File: src/rtl/id_ex_stage.sv
// ---------------------------------------------------------------------------
// id_ex_stage
//   ID/EX pipeline register of the 5-stage pipeline. Captures the decoded
//   control bits, register operands, immediate, PC+1 and register fields of
//   the instruction in ID once per cycle, with exactly one cycle of latency.
//   It also detects load-use hazards: stall_o freezes PC and IF/ID while a
//   bubble is inserted into EX. A taken branch/jump (flush_i) kills the ID
//   instruction, and hold_i freezes the whole stage. A saturating counter
//   records how many bubbles have been injected.
//
// Ports
//   clk, reset_n                     clock, asynchronous active-low reset
//   hold_i                           global freeze; ID/EX contents held
//   flush_i                          kill the instruction currently in ID
//   id_valid_i                       ID holds a real instruction
//   id_aluop_i/regdst_i/memtoreg_i   control unit fields (3/2/2 bits)
//   id_ctrl_i                        {alusrc,regwrite,memread,memwrite,
//                                     branch,jump,pcsrc}
//   id_rs_i/id_rt_i/id_rd_i          register fields of the ID instruction
//   id_uses_rs_i/id_uses_rt_i        the ID instruction reads rs / rt
//   id_a_i/id_b_i/id_imm_i/id_pc_i   operands, immediate, PC+1
//   stall_o                          freezes PC and IF/ID (combinational)
//   ex_*_o                           registered copy of the ID inputs
//   bubble_cnt_o                     saturating count of injected bubbles
// ---------------------------------------------------------------------------
module id_ex_stage #(
    parameter int DATA_W = 32,
    parameter int REG_AW = 5,
    parameter int CNT_W  = 16
) (
    input  logic              clk,
    input  logic              reset_n,
    input  logic              hold_i,
    input  logic              flush_i,
    input  logic              id_valid_i,
    input  logic [2:0]        id_aluop_i,
    input  logic [1:0]        id_regdst_i,
    input  logic [1:0]        id_memtoreg_i,
    input  logic [6:0]        id_ctrl_i,
    input  logic [REG_AW-1:0] id_rs_i,
    input  logic [REG_AW-1:0] id_rt_i,
    input  logic [REG_AW-1:0] id_rd_i,
    input  logic              id_uses_rs_i,
    input  logic              id_uses_rt_i,
    input  logic [DATA_W-1:0] id_a_i,
    input  logic [DATA_W-1:0] id_b_i,
    input  logic [DATA_W-1:0] id_imm_i,
    input  logic [DATA_W-1:0] id_pc_i,
    output logic              stall_o,
    output logic              ex_valid_o,
    output logic [2:0]        ex_aluop_o,
    output logic [1:0]        ex_regdst_o,
    output logic [1:0]        ex_memtoreg_o,
    output logic [6:0]        ex_ctrl_o,
    output logic [REG_AW-1:0] ex_rs_o,
    output logic [REG_AW-1:0] ex_rt_o,
    output logic [REG_AW-1:0] ex_rd_o,
    output logic [DATA_W-1:0] ex_a_o,
    output logic [DATA_W-1:0] ex_b_o,
    output logic [DATA_W-1:0] ex_imm_o,
    output logic [DATA_W-1:0] ex_pc_o,
    output logic [CNT_W-1:0]  bubble_cnt_o
);

    // Position of memread inside the packed control vector.
    localparam int CTRL_MEMREAD = 4;

    logic              valid_q,    valid_d;
    logic [2:0]        aluop_q,    aluop_d;
    logic [1:0]        regdst_q,   regdst_d;
    logic [1:0]        memtoreg_q, memtoreg_d;
    logic [6:0]        ctrl_q,     ctrl_d;
    logic [REG_AW-1:0] rs_q,       rs_d;
    logic [REG_AW-1:0] rt_q,       rt_d;
    logic [REG_AW-1:0] rd_q,       rd_d;
    logic [DATA_W-1:0] a_q,        a_d;
    logic [DATA_W-1:0] b_q,        b_d;
    logic [DATA_W-1:0] imm_q,      imm_d;
    logic [DATA_W-1:0] pc_q,       pc_d;
    logic [CNT_W-1:0]  cnt_q,      cnt_d;

    logic hazard;
    logic bubble;

    // Load in EX writing a non-zero rt that the ID instruction reads: the
    // loaded value is not available yet, so ID must wait one cycle. r0 is
    // hard-wired to zero and can never create a dependency.
    always_comb begin
        hazard = valid_q && ctrl_q[CTRL_MEMREAD] && (rt_q != '0) && id_valid_i &&
                 ((id_uses_rs_i && (id_rs_i == rt_q)) ||
                  (id_uses_rt_i && (id_rt_i == rt_q)));
    end

    // A flushed instruction is discarded anyway, so it must not freeze IF/ID.
    assign stall_o = hazard && !flush_i;
    assign bubble  = flush_i || hazard;

    always_comb begin
        // NOTE: every _d gets its hold value first so no path leaves a signal
        // unassigned, which would otherwise infer a latch.
        valid_d    = valid_q;
        aluop_d    = aluop_q;
        regdst_d   = regdst_q;
        memtoreg_d = memtoreg_q;
        ctrl_d     = ctrl_q;
        rs_d       = rs_q;
        rt_d       = rt_q;
        rd_d       = rd_q;
        a_d        = a_q;
        b_d        = b_q;
        imm_d      = imm_q;
        pc_d       = pc_q;
        cnt_d      = cnt_q;

        if (hold_i) begin
            // Frozen: everything keeps its value.
        end else if (bubble) begin
            // Only the control half is cleared; data fields are don't-care
            // while valid is low and simply keep their old contents.
            valid_d    = 1'b0;
            aluop_d    = '0;
            regdst_d   = '0;
            memtoreg_d = '0;
            ctrl_d     = '0;
            if (cnt_q != {CNT_W{1'b1}}) begin
                cnt_d = cnt_q + {{(CNT_W-1){1'b0}}, 1'b1};
            end
        end else begin
            valid_d    = id_valid_i;
            // An empty ID slot carries no control so it cannot write state.
            aluop_d    = id_valid_i ? id_aluop_i    : '0;
            regdst_d   = id_valid_i ? id_regdst_i   : '0;
            memtoreg_d = id_valid_i ? id_memtoreg_i : '0;
            ctrl_d     = id_valid_i ? id_ctrl_i     : '0;
            rs_d       = id_rs_i;
            rt_d       = id_rt_i;
            rd_d       = id_rd_i;
            a_d        = id_a_i;
            b_d        = id_b_i;
            imm_d      = id_imm_i;
            pc_d       = id_pc_i;
        end
    end

    // NOTE: state registers use non-blocking assignments so every flop
    // samples the pre-edge values regardless of statement order.
    always_ff @(posedge clk or negedge reset_n) begin
        if (!reset_n) begin
            valid_q    <= 1'b0;
            aluop_q    <= '0;
            regdst_q   <= '0;
            memtoreg_q <= '0;
            ctrl_q     <= '0;
            rs_q       <= '0;
            rt_q       <= '0;
            rd_q       <= '0;
            a_q        <= '0;
            b_q        <= '0;
            imm_q      <= '0;
            pc_q       <= '0;
            cnt_q      <= '0;
        end else begin
            valid_q    <= valid_d;
            aluop_q    <= aluop_d;
            regdst_q   <= regdst_d;
            memtoreg_q <= memtoreg_d;
            ctrl_q     <= ctrl_d;
            rs_q       <= rs_d;
            rt_q       <= rt_d;
            rd_q       <= rd_d;
            a_q        <= a_d;
            b_q        <= b_d;
            imm_q      <= imm_d;
            pc_q       <= pc_d;
            cnt_q      <= cnt_d;
        end
    end

    assign ex_valid_o    = valid_q;
    assign ex_aluop_o    = aluop_q;
    assign ex_regdst_o   = regdst_q;
    assign ex_memtoreg_o = memtoreg_q;
    assign ex_ctrl_o     = ctrl_q;
    assign ex_rs_o       = rs_q;
    assign ex_rt_o       = rt_q;
    assign ex_rd_o       = rd_q;
    assign ex_a_o        = a_q;
    assign ex_b_o        = b_q;
    assign ex_imm_o      = imm_q;
    assign ex_pc_o       = pc_q;
    assign bubble_cnt_o  = cnt_q;

endmodule

File: config.mk
export PLATFORM = sky130hd
export DESIGN_NAME = id_ex_stage
export DESIGN_NICKNAME = d
export VERILOG_FILES = /design/src/rtl/id_ex_stage.sv
export SDC_FILE = /design/constraint.sdc
export NUM_CORES = 1
export LEC_CHECK = 0
export CAP_MARGIN = 20
export CORE_MARGIN = 2
export CORE_UTILIZATION = 29
export CTS_BUF_LIST = sky130_fd_sc_hd__clkbuf_8
export CTS_CLUSTER_SIZE = 25
export DETAILED_ROUTE_END_ITERATION = 7
export PLACE_DENSITY = 0.71
export RECOVER_POWER = 25
export SYNTH_ARGS = -nofsm -noshare
export SYNTH_HDL_FRONTEND = slang
export SYNTH_SLANG_ARGS = --single-unit
File: constraint.sdc
create_clock -name clk -period 3.9 [get_ports clk]
set_input_delay 0.78 -clock clk [delete_from_list [all_inputs] [get_ports clk]]
set_output_delay 0.78 -clock clk [all_outputs]
set_load 0.05 [all_outputs]
==> out/summary.txt <==
Die Y-Extent: 157 µm
Initial antenna violation count: 2
Worst path required time: 3120 ps
Root buffer cell: clkbuf_8
Crit Path Category: primary input to output port
Pre-CTS setup slack: 759 ps
Total number of vias: 4906
Core area: 0.0228 mm²
Clock sinks: 174
Critical Path AT: 2350 ps
Final min period: 3130 ps
DRC: 0
Total track usage: 14.8%
Reg2reg start: ex_rt_o[2]$_DFFE_PN0P_
Starting DRC count in detailed routing: 154
Buffer count from post-CTS setup fixing: 0
# port buffers: 338
Syn avg cell area: 15.7 µm²
DR pass1 iterations: 4
Ratio of final minimum period to clock period: 80.2%
Tightest Pin Transition: 2280 ps
Mapped Nets: 596
Worst Setup EP: stall_o
Cells after Synth: 431
Nets@finish: 941
Post-cts hold buffer count: 0
Reg2Reg Capture Point: ex_pc_o[23]$_DFFE_PN0P_
Max Cap Viol: 1
Flops & latches, synth: 174
CTS Buf Count: 17
Worst skew pair latency: 450 ps
Layout cells sized above 1: 14.1%
# setup viols final: 0
Max-slew violations: 87
Peak supply drop: 0.283 mV
CTS clk-pin slew, worst paths: 90 ps
Die W: 157 µm
Average wire per cell in the routed design: 16.5 µm
Violated checks: max-capacitance violations, max-slew violations
Final setup skew: 18.3 ps
Mapped Area: 0.00676 mm²
CTS tree: yes
DRT antenna net count: 0
RSZ-0062 raised after global routing: no
Hold Crit Class: register to register
Yosys warns: 0
Crit path capture type: output port
Post-CTS sizing: 0
Number of I/O pins: 339
Final hold viol count: 0
Register area share after synthesis: 64.5%
Post-detailed-routing wire length: 18200 µm
Critical Path Start Type: primary input
Final TNS setup: 0 ps
Vias in the first global route: 4994
Pin count of the biggest net entering global routing: 87
Max_slew headroom: -52.3%
Static leakage: 0.00442 µW
Initial Utilization: 29.7%
Global-route wire length before repair: 28100 µm
Std cell rows: 55
Worst reg2reg path depth: 5
Power Dens Cells: 499 mW/mm²
R2r setup slk: 1150 ps
Worst-case clock buffer depth: 2
Max Fclk: 320 MHz
Post-DP HPWL: 13400 µm
Outcome: finished, violations left
Die area: 0.0245 mm²
Crit path max fanout: 3
Final worst setup slack: 772 ps
H-tree Lvls: 4
Vias per inst: 4.46
Congestion Overflow GR: 0
GP Congestion: 0.744
Synthesis-to-layout area growth: 60.2%
Setup crit start: id_rs_i[2]
Diodes inserted: 0
Yosys cell types: 32
-- flip-flops by register name, indices dropped and copies added, names as in the netlist --
signal / count
ex_a_o: 32
ex_imm_o: 32
ex_aluop_o: 3
ex_regdst_o: 2
ex_rd_o: 5
ex_valid_o: 1
ex_b_o: 32
ex_rs_o: 5
bubble_cnt_o: 16
ex_pc_o: 32
ex_memtoreg_o: 2
ex_ctrl_o: 7
ex_rt_o: 5
-- per-stage QoR --
step	util [%]	area, µm²	hold WS (ps)	total power [µW]	instances
2_1_floorplan	-	6760	484	3460	431
3_3_place_gp	46.1	10500	466	4280	1070
3_5_place_dp	46.1	10500	474	4300	1070
4_1_cts	47.6	10800	390	5500	1101
5_1_grt	47.5	10800	502	5670	1101
6_report	47.5	10800	487	5400	1101
-- logic make-up (layout without fill, tap and decap cells) --
family                   after synthesis  count (layout)  synth area share (%)
XOR/XNOR                              25              25                  3.24
flip-flops                           174             174                  64.5
adder cells (fa/ha/maj)                1               1                 0.185
buffers and inverters                 23             380                  1.89
multiplexers                         144             144                  24.0
AO/OA/AOI/OAI                         23              23                  3.07
AND/OR/NAND/NOR                       41              41                  3.15
-- how the worst min path moves through the flow --
stage                                      start  cells past startpoint  slack, ps                          end
after floorplan                          reset_n                      0        480  bubble_cnt_o[0]$_DFFE_PN0P_
after detailed placement  ex_a_o[12]$_DFFE_PN0P_                      1        470       ex_a_o[12]$_DFFE_PN0P_
after global placement     ex_b_o[2]$_DFFE_PN0P_                      1        470        ex_b_o[2]$_DFFE_PN0P_
after global routing      ex_a_o[17]$_DFFE_PN0P_                      1        500       ex_a_o[17]$_DFFE_PN0P_
after CTS                                reset_n                      1        390       ex_rs_o[0]$_DFFE_PN0P_
final                      ex_b_o[4]$_DFFE_PN0P_                      1        490        ex_b_o[4]$_DFFE_PN0P_
-- cell type report --
type                    count  area [µm²]
inverters                   4        15.0
well taps                 313         392
clock buffers              17         234
clock inverters            14         111
fillers                  2070       12000
multi-input cells         234        2270
repair buffers            345        3440
flip-flops and latches    174        4350
-- cell usage after synthesis (all sizes together) --
master / n / share of area [%]
xor2: 11 / 1.4
o22ai: 1 / 0.093
mux2: 144 / 24
dfrtp: 174 / 64
o221ai: 1 / 0.13
nand2: 9 / 0.50
nor3b: 1 / 0.11
a21o: 1 / 0.11
a211oi: 1 / 0.30
a221oi: 1 / 0.13
and4: 1 / 0.13
clkbuf: 2 / 0.11
buf: 17 / 1.6
or4: 1 / 0.11
nand4: 3 / 0.28
o2111ai: 1 / 0.13
a22o: 14 / 1.8
nor4: 3 / 0.28
nand3: 8 / 0.59
nor4b: 2 / 0.26
nor3: 3 / 0.22
nor2: 7 / 0.39
and2: 2 / 0.19
a2111oi: 1 / 0.13
inv: 4 / 0.22
and3: 1 / 0.093
ha: 1 / 0.19
o2111a: 1 / 0.17
xnor2: 14 / 1.8
a21oi: 1 / 0.074
-- layout by cell type (no fill, tap or decap), types with 2 or more instances in the layout --
cell type / count
nor2_1: 7
nor4b_1: 2
clkbuf_2: 2
inv_6: 4
nand2_1: 9
nand4_1: 3
clkdlybuf4s50_1: 336
inv_8: 2
buf_12: 2
dfrtp_1: 174
clkinvlp_4: 5
nor3_1: 3
a22o_1: 14
inv_1: 6
nand3_1: 8
clkbuf_8: 17
xnor2_1: 14
nor4_1: 3
mux2_2: 74
xor2_1: 11
clkbuf_1: 2
buf_4: 3
mux2_1: 70
and2_1: 2
-- per-layer routing --
metal | share of wire (%) | wire length, µm | vias to the layer above | GRT usage (%)
met4 | 1.1 | 206 | 2 | 3.76
met3 | 10 | 1890 | 20 | 7.09
met5 | 0.071 | 13 | - | 0
met2 | 48 | 8680 | 217 | 24.0
li1 | - | - | 2238 | -
met1 | 41 | 7410 | 2429 | 17.8
-- power breakdown --
part / switching, µW / internal [µW] / total [µW]
Clock: 708 / 450 / 1160
Sequential: 169 / 2060 / 2230
Combinational: 1240 / 771 / 2010
Total: 2120 / 3280 / 5400
-- worst max-delay path: stages --
cell	delay (ps)
clkdlybuf4s50_1	520
xnor2_1	140
nand4_1	140
o22ai_1	350
and3_1	220
buf_4	200
No activity file was read; power rests on OpenSTA's default activity.
==> patch: new RTL, config.mk and constraints unchanged <==
Register the output `bubble_cnt_o` once more, cleared by the reset; this adds one clock of latency there. The other outputs are not delayed to match.
--- a/src/rtl/id_ex_stage.sv
+++ b/src/rtl/id_ex_stage.sv
@@ -188,7 +188,13 @@
     assign ex_b_o        = b_q;
     assign ex_imm_o      = imm_q;
     assign ex_pc_o       = pc_q;
-    assign bubble_cnt_o  = cnt_q;
+    always_ff @(posedge clk or negedge reset_n) begin
+        if (!reset_n) begin
+            bubble_cnt_o <= '0;
+        end else begin
+            bubble_cnt_o <= cnt_q;
+        end
+    end
 
 endmodule
 
Formal check against the unedited RTL: not equivalent (Yosys sat finds a counterexample within 4 cycles, from zero or initial values and one cycle with reset_n low).
==> patch against the original RTL <==
- the run still ends with capacitance limit, slew limit left
- sequential cell count increased by 16
- register-to-register slack improved by 0.35 ns
- routed wire length increased by 2.1%
- area after synthesis increased by 6.1%
- final area increased by 4.7%
- die area increased by 6.0%
- clock power increased by 19%
- worst setup slack got worse by 0.052 ns
- global-route usage decreased by 0.47 points
- count of clock-buffer cells in the layout increased by 1
- total power increased by 7.7%
==> patch: results (changes against the original RTL) <==
The flow ran to the end, but the final reports show violations. The checks that failed: capacitance limit, slew limit. The wire length of the first global-routing pass is 28,970 µm (+3.2%), and the leakage power is 4.691 nW (+6.1%).

The share of layout cells above drive strength 1 came out at 0.1432 (+0.002350). The weighted congestion reported at the end of routability-driven placement was 0.7714 (+3.7%). The endpoint of the worst hold-timing path is bubble_cnt_o[7]. Ranked by total cell area, the synthesized netlist is headed by dfrtp_1 (66%), mux2_2 (12%), mux2_1 (11%). The number of placed instances, taps included is 1,095 (+2.3%).

Post-synth net total: 612 (+2.7%). The worst register-to-register path ends at ex_a_o[2]. The tools report the count of different cell masters after synthesis as 31 (-3.1%). The setup slack of the most critical reg-to-reg path is 1.50 ns (+0.35 ns). The worst ir drop on vdd was 262.7 µV (-7.3%). The routed via count divided by cell count is 4.382 (-1.7%).

The number of fill cells is 2,185 (+5.6%), and the cell depth of the worst min-delay path is 0 (-1). Total routing usage reported by global routing: 0.1437 (-0.004689). The worst reg2reg path startpoint was ex_rt_o[0]. The tightest hold margin came out at 0.4377 ns (-0.04975 ns). The detailed-placement wirelength estimate is 13,800 µm (+2.7%). The worst min-delay path startpoint is cnt_q[7]. For the number of pins with negative max-slew slack in the final report, the log shows 98 (+13%). The area of placed instances is 10,920 µm² (+4.1%), and the reported max-cap violation count is 1 (unchanged). The uppermost metal layer occupied by signal nets is met4. For the met1 layer wirelength in the final routing, the log shows 7480 µm (+0.89%). The clock-pin slew on the worst setup and hold paths works out to 0.11 ns (+0.02 ns). The tools report the fraction of met3 tracks used by global routing as 0.06266 (-0.008234). Average detailed-routed wire length per instance: 16.49 µm (-0.25%). The slew of the pin with the lowest slew margin was 2.572 ns (+0.2875 ns); the number of nets in the layout was 955 (+1.5%). The logs give 1911 µm (+1.2%) for the met3 wire length and 0.01876 ns (+0.0004970 ns) for the worst clock skew.
-- patch: worst max path at each step --
stage	from	endpoint	slack [ns]	cells past startpoint
final	id_rt_i[0]	stall_o	0.72	6
after global placement	id_rs_i[4]	stall_o	0.77	6
after floorplan	id_rs_i[1]	stall_o	1.35	4
after detailed placement	id_rs_i[4]	stall_o	0.76	6
after CTS	id_rs_i[4]	stall_o	0.76	6
after global routing	reset_n	ex_imm_o[3]	0.48	2
-- patch: through the flow --
| step | utilization | power (mW) | worst slack (ns) |
|---|---|---|---|
| floorplan | - | 3.647 | 1.353 |
| global placement | 0.4490 | 4.476 | 0.7690 |
| detailed placement | 0.4490 | 4.499 | 0.7557 |
| CTS | 0.4663 | 5.903 | 0.7565 |
| global route | 0.4658 | 6.098 | 0.4830 |
| finish | 0.4658 | 5.814 | 0.7205 |
-- patch: kinds of logic after synthesis --
logic type | Yosys count | share of synthesized area
xor+xnor | 24 | 0.02931
simple gates | 42 | 0.03106
flops | 190 | 0.6631
compound gates | 21 | 0.02495
buf+inv | 24 | 0.02216
fa+ha+maj | 1 | 0.001745
mux | 145 | 0.2277
-- patch: power by group through the flow --
stage	Combinational, mW	Clock [mW]	Sequential, mW
after floorplan	0.298	0	3.35
after global placement	2.03	0	2.45
after detailed placement	2.04	0	2.46
after CTS	2.04	1.44	2.43
after global routing	2.10	1.53	2.46
final	2.02	1.38	2.42
-- patch: layout make-up --
cell class,count,area (µm²),area share
flip-flops and latches,190,4755,0.4197
repair buffers,344,3467,0.3061
multi-input cells,233,2265,0.1999
well taps,324,405.4,0.03579
clock buffers,18,247.7,0.02187
clock inverters,14,173.9,0.01535
inverters,4,15.01,0.001325
